**config.mk**
```make
export PLATFORM = sky130hd
export DESIGN_NAME = cp0_regfile
export DESIGN_NICKNAME = d
export VERILOG_FILES = /design/src/rtl/cp0_regfile.sv
export SDC_FILE = /design/constraint.sdc
export NUM_CORES = 1
export LEC_CHECK = 0
export CAP_MARGIN = 25
export CORE_ASPECT_RATIO = 1.75
export CORE_MARGIN = 3
export CORE_UTILIZATION = 37
export CTS_CLUSTER_DIAMETER = 150
export DETAILED_ROUTE_END_ITERATION = 7
export HOLD_SLACK_MARGIN = 0.08
export PLACE_DENSITY = 0.81
export SLEW_MARGIN = 25
export SYNTH_ARGS = -nofsm -noshare
export SYNTH_HDL_FRONTEND = slang
export SYNTH_SLANG_ARGS = --single-unit
```
**constraint.sdc**
```tcl
create_clock -name clk -period 2.2 [get_ports clk]
set_input_delay 0.33 -clock clk [delete_from_list [all_inputs] [get_ports clk]]
set_output_delay 0.33 -clock clk [all_outputs]
set_load 0.005 [all_outputs]
```
**src/rtl/cp0_regfile.sv**
```systemverilog
// cp0_regfile: MIPS CP0 Status/Cause/EPC with an optional Count/Compare timer.
// Define CP0_TIMER_EN to build the timer (regs 9/11, TI folded into IP[7]).
module cp0_regfile #(
    parameter int EXC_W = 5
) (
    input  logic             clk,
    input  logic             rst,
    input  logic [5:0]       hwint,
    input  logic [31:0]      pcif,
    input  logic [31:0]      pcid,
    input  logic [31:0]      pcexe,
    input  logic [31:0]      pcmem,
    input  logic [1:0]       selepc,
    input  logic             writestatus,
    input  logic             writecause,
    input  logic             writeepc,
    input  logic             exl,
    input  logic             ie,
    input  logic             db,
    input  logic [EXC_W-1:0] exccode,
    input  logic             mfc0,
    input  logic             mtc0,
    input  logic [4:0]       c0addr,
    input  logic [31:0]      wdata,
    output logic [31:0]      rdata,
    output logic             intr,
    output logic [7:0]       imip,
    output logic [31:0]      epc
);
    logic ie_q, ie_d, exl_q, exl_d, bd_q, bd_d;
    logic [7:0] im_q, im_d, ip;
    logic [EXC_W-1:0] exc_q, exc_d;
    logic [1:0] sw_q, sw_d;
    logic [5:0] hw_q;
    logic [31:0] epc_q, epc_d, epc_sel, status_w, cause_w, rd_tmr;
    logic wr_status, wr_cause, wr_epc;

    assign wr_status = mtc0 && c0addr == 5'd12;
    assign wr_cause  = mtc0 && c0addr == 5'd13;
    assign wr_epc    = mtc0 && c0addr == 5'd14;

`ifdef CP0_TIMER_EN
    logic [31:0] count_q, count_d, compare_q, compare_d;
    logic ti_q, ti_d, wr_compare;

    assign wr_compare = mtc0 && c0addr == 5'd11;
    assign ip = {hw_q[5] | ti_q, hw_q[4:0], sw_q};
    assign rd_tmr = c0addr == 5'd9 ? count_q : c0addr == 5'd11 ? compare_q : 32'd0;

    always_comb begin
        count_d   = (mtc0 && c0addr == 5'd9) ? wdata : count_q + 32'd1;
        compare_d = wr_compare ? wdata : compare_q;
        // A Compare write clears TI even if the match fires in the same cycle
        ti_d      = wr_compare ? 1'b0 : ti_q | (count_q == compare_q);
    end

    always_ff @(posedge clk or posedge rst) begin
        if (rst) begin
            count_q   <= 32'd0;
            compare_q <= 32'hFFFF_FFFF;
            ti_q      <= 1'b0;
        end else begin
            count_q   <= count_d;
            compare_q <= compare_d;
            ti_q      <= ti_d;
        end
    end
`else
    assign ip = {hw_q, sw_q};
    assign rd_tmr = 32'd0;
`endif

    always_comb begin
        ie_d    = writestatus ? ie  : wr_status ? wdata[0] : ie_q;
        exl_d   = writestatus ? exl : wr_status ? wdata[1] : exl_q;
        im_d    = (wr_status && !writestatus) ? wdata[15:8] : im_q;
        bd_d    = writecause ? db : bd_q;
        exc_d   = writecause ? exccode : exc_q;
        sw_d    = wr_cause ? wdata[9:8] : sw_q;
        epc_sel = selepc[1] ? (selepc[0] ? pcmem : pcexe) : (selepc[0] ? pcid : pcif);
        epc_d   = writeepc ? epc_sel : wr_epc ? wdata : epc_q;
    end

    always_ff @(posedge clk or posedge rst) begin
        if (rst) begin
            ie_q  <= 1'b0;
            exl_q <= 1'b0;
            im_q  <= 8'd0;
            bd_q  <= 1'b0;
            exc_q <= '0;
            sw_q  <= 2'd0;
            hw_q  <= 6'd0;
            epc_q <= 32'd0;
        end else begin
            ie_q  <= ie_d;
            exl_q <= exl_d;
            im_q  <= im_d;
            bd_q  <= bd_d;
            exc_q <= exc_d;
            sw_q  <= sw_d;
            hw_q  <= hwint;
            epc_q <= epc_d;
        end
    end

    assign status_w = {16'd0, im_q, 6'd0, exl_q, ie_q};
    assign cause_w  = {bd_q, 15'd0, ip, 1'b0, 5'(exc_q), 2'd0};
    assign rdata = !mfc0 ? 32'd0 : c0addr == 5'd12 ? status_w : c0addr == 5'd13 ? cause_w :
                   c0addr == 5'd14 ? epc_q : rd_tmr;
    assign intr = ie_q & ~exl_q;
    assign imip = ip & im_q;
    assign epc  = epc_q;
endmodule

```
==> results.json <==
{
  "grt.total_usage_pct": 27.6,
  "cp_max_fo": 7,
  "overflow": 0,
  "setup_violations": 0,
  "die_width_um": 83.6,
  "synth_edf_count": 0,
  "required_ns": 1.87,
  "yosys.area.top_type_share_pct": 36.0,
  "dieHeight_um": 142,
  "fin_crit_ns": 2.18,
  "rows": 49,
  "synth_nets": 572,
  "dr_total_vias": 4408,
  "place_congestion": 0.852,
  "r2r-start": "im_q[6]",
  "core-area_um2": 10300,
  "synth_area_leaders": "dfrtp_1 36%, mux2i_1 12%, mux2_2 6.6%, mux4_2 5.8%, a31oi_1 5.5%",
  "fin_skew_ns": 0,
  "p_int_w": 0.00230,
  "dieArea_um2": 11800,
  "syn_inst": 384,
  "finalMaxSlewViolations": 0,
  "p_clk_share_pct": 25.9,
  "area_growth_pct": 82.3,
  "hold_path_class": "in2async",
  "grt_pass1_wl_um": 25700,
  "clk_latency_ns": 0.29,
  "ys_ff_latch": 56,
  "leakage_nw": 3.11,
  "reg2regPathDepth": 1,
  "num_io_pins": 261,
  "tns_ns": 0,
  "critical_path_arrival_ns": 1.85,
  "ir_drop_v": 0.000369,
  "clockRootBuffer": "clkbuf_16",
  "first_iter_violations": 197,
  "place_area_um2": 6780,
  "first_global_vias": 4768,
  "drt_wl_total_um": 16800,
  "finalHoldViolCount": 0,
  "n_antenna_cell": 0,
  "htreeDepth": 2,
  "clk_pin_slew_ns": 0.08,
  "ctsLongestPathBuffers": 2,
  "drive_above_1_share_pct": 15.5,
  "synth_most_common_cell": "dfrtp_1",
  "holdWs_ns": 0.392,
  "synth_top_area_cell": "dfrtp_1",
  "p_per_area_nw_per_um2": 449,
  "critical_path_class": "in2out",
  "fin_nets": 845,
  "p_sw_share_pct": 28.1,
  "initial_utilization_pct": 37.8,
  "relSlewSlack_pct": 63.5,
  "rsz0062_at_grt": "yes",
  "seqPwrFrac_pct": 39.5,
  "cts.sinks": 56,
  "avgRoutedWirePerCell_um": 21.5,
  "syn_area_um2": 3900,
  "yosysWarnings": 0,
  "synth.avg_cell_area_um2": 10.1,
  "grt_antenna_before_repair": 0,
  "status": "completed",
  "regToRegEndpoint": "im_q[6]",
  "grt_max_degree": 43,
  "cts_tree": "built",
  "max_freq_mhz": 458,
  "drc_errors": 0,
  "avgViaCountPerCell": 5.62,
  "period_share_pct": 99.3,
  "r2r_setup_slack_ns": 1.39,
  "dp.final_hpwl_um": 13100,
  "yosysUniqueCellTypes": 33,
  "final_cell_area_um2": 7100,
  "p_sw_w": 0.000896,
  "fin_util_pct": 69.0,
  "dp_slack_ns": -0.290,
  "drv_cap": 0,
  "io_buffers": 260,
  "worst_pin_slew_ns": 0.546,
  "async_reset_ff_share_pct": 100,
  "synth_common_cells": "56 x dfrtp_1, 47 x mux2i_1, 34 x a21oi_1, 34 x a31oi_1, 32 x o21ai_0",
  "dr.pass1.iters": 7,
  "setup_slack_ns": 0.0160,
  "crit_path_start_kind": "primary input",
  "combPwrFrac_pct": 34.6,
  "ys_seq_area_share_pct": 36.0,
  "crit_path_end_kind": "output pin",
  "numCtsBuffers": 5,
  "ys.flop_type": "dfrtp_1",
  "ant_nets": 0
}
repair_timing:
item                                    4_1_cts  5_1_grt
endpoints found under the setup margin       32        9
hold buffers                                  0        0
pin swaps                                     6        3
endpoints found under the hold margin         0        0
setup buffers                                 8        1
gates resized for setup                      49        9
cloned                                        2        0
worst max-delay path, stage by stage:
cell             delay (ns)
dlygate4sd2_1          0.27
buf_6                  0.14
and4bb_1               0.30
buf_6                  0.15
a32oi_1                0.05
nor2_1                 0.09
clkdlybuf4s50_1        0.52
sequential cells by signal, indices dropped and copies added, names as in the netlist:
register,flops
hw_q,6
exl_q,1
epc,32
ie_q,1
im_q,8
exc_q,5
bd_q,1
sw_q,2
per-stage QoR:
| stage | power (W) | std cells |
|---|---|---|
| after global routing | 0.00335 | 785 |
| final | 0.00319 | 785 |
| after detailed placement | 0.00236 | 766 |
| after floorplan | 0.00165 | 384 |
| after global placement | 0.00233 | 766 |
| after CTS | 0.00321 | 784 |
area by class of cell:
| type | count | area, µm² |
|---|---|---|
| flip-flops and latches | 56 | 1400 |
| inverters | 2 | 8.76 |
| fillers | 831 | 3200 |
| clock buffers | 5 | 125 |
| well taps | 127 | 159 |
| multi-input cells | 287 | 2320 |
| repair buffers | 305 | 3060 |
| clock inverters | 3 | 27.5 |
layer usage:
metal	share of wire [%]	GRT usage (%)
met1	34	28.6
met2	56	54.0
met3	6.3	5.06
met4	3.5	10.0
met5	0	0
cells in the final DEF (no fill, tap or decap), drive strengths merged, types with 23 or more instances in the layout:
master | netlist | final
mux2i | 47 | 47
and2 | 25 | 25
dlygate4sd2 | 0 | 26
dfrtp | 56 | 56
buf | 19 | 47
mux2 | 23 | 23
o21ai | 32 | 32
clkdlybuf4s50 | 0 | 222
a31oi | 34 | 34
a21oi | 34 | 34
worst max-delay path by stage:
stage | start | endpoint | slack [ns] | cells past startpoint
4_1_cts | c0addr[0] | rdata[12] | 0.004 | 9
5_1_grt | c0addr[4] | rdata[6] | -0.04 | 7
6_report | c0addr[4] | rdata[14] | 0.02 | 7
3_5_place_dp | mfc0 | rdata[18] | -0.29 | 6
2_1_floorplan | rst | bd_q | 0.50 | 1
3_3_place_gp | c0addr[1] | rdata[2] | -0.21 | 7
cell families (layout without fill, tap and decap cells):
family / count (synthesis) / count (layout) / share of synthesized area (%)
AO/OA/AOI/OAI: 139 / 139 / 22.8
flip-flops: 56 / 56 / 36.0
multiplexers: 80 / 80 / 24.5
buffers and inverters: 41 / 315 / 5.30
AND/OR/NAND/NOR: 68 / 68 / 11.4
power groups by stage:
stage / logic (W) / registers [W] / clock network (W)
6_report: 0.00111 / 0.00126 / 0.000826
2_1_floorplan: 0.000411 / 0.00124 / 0
4_1_cts: 0.00111 / 0.00126 / 0.000845
5_1_grt: 0.00119 / 0.00128 / 0.000885
3_3_place_gp: 0.00106 / 0.00127 / 0
3_5_place_dp: 0.00108 / 0.00128 / 0
No activity file was read; power rests on OpenSTA's default activity.
==> patch 1: new RTL, same settings <==
Build with the macro `CP0_TIMER_EN` defined.
--- a/src/rtl/cp0_regfile.sv
+++ b/src/rtl/cp0_regfile.sv
@@ -1,4 +1,6 @@
 // cp0_regfile: MIPS CP0 Status/Cause/EPC with an optional Count/Compare timer.
 // Define CP0_TIMER_EN to build the timer (regs 9/11, TI folded into IP[7]).
+`define CP0_TIMER_EN
+
 module cp0_regfile #(
     parameter int EXC_W = 5
Behaviour: not the same (Yosys sat finds a counterexample within 4 cycles, from zero or initial values and one cycle with rst high).
==> patch 1 against the original RTL <==
Combinational power rose by 110%; highest routed layer unchanged; routed wire length grew 54%; setup slack hardly changed; synthesized area up 93%; largest cell class is now multi-input gates; final area grew 61%; worst hold slack got worse by 0.057 ns; power rose to 2.7 times the old value; sequential cell count up 65.
==> patch 1: results (changes against the original RTL) <==
- Result of the run: completed
- Routed vias: 6,946 (+58%)
- Compound-Gate Fraction of Synth Area: 12.3% (-11 points)
- Via count of the first global-routing pass: 7,430 (+56%)
- Final Power: 8.53 mW (+170%)
- Launching point of the worst reg2reg path: count_q[4]$_DFF_PP0_
- Setup skew after layout: 0.00721 ns (+0.00721 ns)
- Maximum number of pins on one net before global-route repair: 35 (-19%)
- Routability-driven placement congestion ratio: 0.876 (+2.8%)
- Critical path launch point: c0addr[1]
- Global-route met3 utilization: 4.61% (-0.44 points)
- Fraction of layout cells with a size suffix above 1: 27.8% (+12 points)
- Worst R2R Path Depth: 5 (+4)
- DR iter-0 viols: 406 (+110%)
- Cells taking the most area after synthesis: sky130_fd_sc_hd__dfrtp_1, sky130_fd_sc_hd__dfstp_2, sky130_fd_sc_hd__mux4_2
- Total clock buffers created by CTS: 17 (+12)
- Syn_area_per_cell: 10.8 µm² (+6.2%)
- Met1 track utilization from global routing: 25.9% (-2.8 points)
- Combinational Power Share: 26.9% (-7.7 points)
- Clock transition at the register clock pins on the worst setup and hold paths after CTS: 0.06 ns (-0.02 ns)
- Filler instances: 1,656 (+99%)
- Seq/Total Area, Yosys: 40.8% (+4.8 points)
- Post-Syn Nets: 887 (+55%)
- Worst Tran Pin Value: 0.598 ns (+0.0520 ns)
- Yosys cell types: 50 (+52%)
- Worst stage delay on the critical path: 0.24 ns (-0.28 ns)
- Worst ir drop on vdd: 468 µV (+27%)
- Switching power total: 2.54 mW (+180%)
- Met3 WL: 1470 µm (+37%)
- Area post-placement: 0.0106 mm² (+57%)
- Seq group: 3.29 mW (+160%)
- Sum of met2 wire segment lengths after detailed routing: 14,400 µm (+52%)
- Static Leak: 4.76 nW (+53%)
- Crit path to: rdata[10]
- Number of standard cells in the layout, taps in and fillers out: 1,249 (+59%)
- Worst-path maximum fanout: 4 (-3)
[patch 1: changes by cell type in the layout (fill, tap and decap cells not counted), sizes merged, moves of 20 or more]
| cell | unedited run | this run |
|---|---|---|
| a21oi | 34 | 54 |
| a22o | 22 | 0 |
| a31oi | 34 | 0 |
| buf | 47 | 82 |
| clkbuf | 5 | 36 |
| dfrtp | 56 | 89 |
| dfstp | 0 | 32 |
| mux2 | 23 | 50 |
| mux4 | 10 | 32 |
| nand2 | 2 | 58 |
| nor2 | 16 | 55 |
| xnor2 | 0 | 55 |
[patch 1: timing repair]
item / in CTS / in global routing
buffers inserted: 15 / 1
gates cloned: 3 / 0
endpoints found under the setup margin: 32 / 22
pin swaps: 15 / 12
resized for setup: 99 / 37
hold buffers: 0 / 0
[patch 1: cell type report]
cell class	count	area [µm²]	share of cell area, %
well taps	245	307	2.68
clock inverters	11	170	1.49
multi-input cells	509	4190	36.6
repair buffers	330	3210	28.1
clock buffers	21	450	3.94
inverters	12	48.8	0.426
flip-flops and latches	121	3070	26.8
==> patch 2: new RTL, same settings <==
Made on the original files. `im_q` and `hw_q` no longer have a reset.
--- a/src/rtl/cp0_regfile.sv
+++ b/src/rtl/cp0_regfile.sv
@@ -86,20 +86,21 @@
             ie_q  <= 1'b0;
             exl_q <= 1'b0;
-            im_q  <= 8'd0;
             bd_q  <= 1'b0;
             exc_q <= '0;
             sw_q  <= 2'd0;
-            hw_q  <= 6'd0;
             epc_q <= 32'd0;
         end else begin
             ie_q  <= ie_d;
             exl_q <= exl_d;
-            im_q  <= im_d;
             bd_q  <= bd_d;
             exc_q <= exc_d;
             sw_q  <= sw_d;
-            hw_q  <= hwint;
             epc_q <= epc_d;
         end
+    end
+
+    always_ff @(posedge clk) begin
+        im_q <= im_d;
+        hw_q <= hwint;
     end
 
Function: changed (a bounded check fails within 4 cycles, from zero or initial values and one cycle with rst high).
==> patch 2 against the original RTL <==
Routed wire length decreased by 5.2%; critical endpoint is now rdata[16]; combinational power down 9.9%; synthesized area down 3.0%; power increased by 2.3%; sequential cell count stayed put; setup slack gained 0.014 ns; final area is 3.7% lower; clock skew unchanged; largest power group unchanged.
==> patch 2: results (changes against the original RTL) <==
- Half-perimeter wire length after placement: 12,600 µm (-4.2%)
- Initial antenna violation count: 0 (unchanged)
- Via count of the first global-routing pass: 4,410 (-7.5%)
- DR iter-0 viols: 311 (+58%)
- Post-Syn Nets: 574 (+0.35%)
- Post-layout nets: 840 (-0.59%)
- Global router's overall resource usage: 27.9% (+0.34 points)
- Headroom to the max-slew limit: 62.0% (-1.5 points)
- Area post-placement: 0.00655 mm² (-3.4%)
- Maximum number of pins on one net before global-route repair: 61 (+42%)
- Setup skew after layout: 0 ns (unchanged)
- Data arrival at the endpoint of the critical path: 1.84 ns
- Ys async rst share: 75.0% (-25 points)
- Routed vias/inst: 5.58 (-0.59%)
- Total clock buffers created by CTS: 5 (unchanged)
- Cell accounting for the most synthesized area: sky130_fd_sc_hd__dfrtp_1
- Number of standard cells in the layout, taps in and fillers out: 778 (-0.89%)
- Worst-path maximum fanout: 6 (-1)
- Maximum level of the CTS H-tree: 2 (unchanged)
- Syn_area_per_cell: 9.80 µm² (-3.5%)
- Worst ir drop on vdd: 432 µV (+17%)
- Source-to-sink clock delay at the later pin of the worst-skew pair: 0.29 ns (about the same)
- Result of the run: completed
- Cell total after placement: 755 (-1.4%)
- Fraction of layout cells with a size suffix above 1: 20.2% (+4.7 points)
- Critical path launch point: c0addr[4]
- Minimum setup slack among reg-to-reg paths: 1.34 ns (-0.05 ns)
- Number of flops mapped to enable cells by yosys: 8 (+8)
- IO buf count: 260 (unchanged)
- Wirelength, routed: 16,000 µm (-5.2%)
- Launching point of the worst reg2reg path: epc[4]$_DFFE_PP0P_
- Crit path to: rdata[16]
- First-pass GRT wire length: 24,200 µm (-6.0%)
- Static Leak: 2.76 nW (-11%)
- Number of setup violations in the final report: 0 (unchanged)
- Routability-driven placement congestion ratio: 0.911 (+7.0%)
- Class of the tightest hold or removal check: input port to asynchronous set/reset pin
- Cell types with the highest counts after synthesis: sky130_fd_sc_hd__mux2_2, sky130_fd_sc_hd__dfrtp_1, sky130_fd_sc_hd__o21ai_0
- Number of search-and-repair iterations in the first detailed-routing pass: 8 (+1)
- Clock transition at the register clock pins on the worst setup and hold paths after CTS: 0.07 ns
- Worst R2R Path Depth: 2 (+1)
- Cells taking the most area after synthesis: sky130_fd_sc_hd__dfrtp_1, sky130_fd_sc_hd__mux2_2, sky130_fd_sc_hd__edfxtp_1
- Seq/Total Area, Yosys: 37.3% (+1.4 points)
- Synth warn: 0 (unchanged)
- Yosys cell types: 37 (+12%)
- Destination of the worst register-to-register timing path: epc[4]$_DFFE_PP0P_
==> patch 2: worst min-delay path by stage <==
stage / start / depth (start not counted) / slack (ns) / end
after global placement: exc_q[4]$_DFFE_PP0P_ / 1 / 0.50 / exc_q[4]$_DFFE_PP0P_
after global routing: rst / 2 / 0.42 / exc_q[3]$_DFFE_PP0P_
final: rst / 2 / 0.38 / exc_q[4]$_DFFE_PP0P_
after CTS: rst / 2 / 0.39 / exc_q[4]$_DFFE_PP0P_
after floorplan: hwint[0] / 0 / 0.36 / hw_q[0]$_DFF_P_
after detailed placement: exc_q[4]$_DFFE_PP0P_ / 1 / 0.50 / exc_q[4]$_DFFE_PP0P_
==> patch 2: final cells by class <==
type / count / area [µm²]
clock buffers: 6 / 129
clock inverters: 2 / 60.1
fillers: 816 / 3070
inverters: 9 / 33.8
multi-input cells: 284 / 2160
flip-flops and latches: 56 / 1410
well taps: 125 / 156
repair buffers: 296 / 2890
==> patch 2: what timing repair did <==
action	in CTS	in global routing
setup buffers	10	4
resized for setup	52	32
endpoints found under the setup margin	32	16
pin swaps	4	2
cloned	2	0
==> patch 2: worst max-delay path, cell delays in order <==
cell and delay (ns):
sky130_fd_sc_hd__dlygate4sd2_1 0.25, sky130_fd_sc_hd__nand4b_1 0.26, sky130_fd_sc_hd__nor3b_4 0.27, sky130_fd_sc_hd__buf_6 0.14, sky130_fd_sc_hd__buf_6 0.10, sky130_fd_sc_hd__buf_8 0.12
sky130_fd_sc_hd__and2_1 0.12, sky130_fd_sc_hd__dlygate4sd2_1 0.24
==> patch 2: cell families after synthesis <==
family	count (synthesis)	share of synthesized area [%]
buf+inv	46	5.99
flops	56	37.3
mux	76	23.8
compound gates	131	20.4
simple gates	77	12.5
==> patch 2: power breakdown <==
group          internal (mW)  leakage [nW]  switching [mW]  total (mW)
clock network          0.653        0.0911           0.358        1.01
registers               1.15         0.595          0.0993        1.25
logic                  0.659          2.07           0.346        1.00
total                   2.46          2.76           0.803        3.27
==> patch 2: per-layer routing <==
metal  vias up  track usage, %  part of all wire [%]
met5         -               0                     0
met1      2072            31.6                    34
met4         0            10.6                   3.9
met3        43            4.40                   6.7
li1       1993               -                     -
met2       235            50.3                    55
==> patch 2: per-stage QoR <==
| step | setup TNS (ns) | setup WS [ns] |
|---|---|---|
| after global placement | -7.52 | -0.273 |
| after floorplan | 0 | 0.163 |
| after global routing | -0.0912 | -0.0198 |
| after CTS | -0.0950 | -0.0478 |
| after detailed placement | -8.40 | -0.316 |
| final | 0 | 0.0299 |
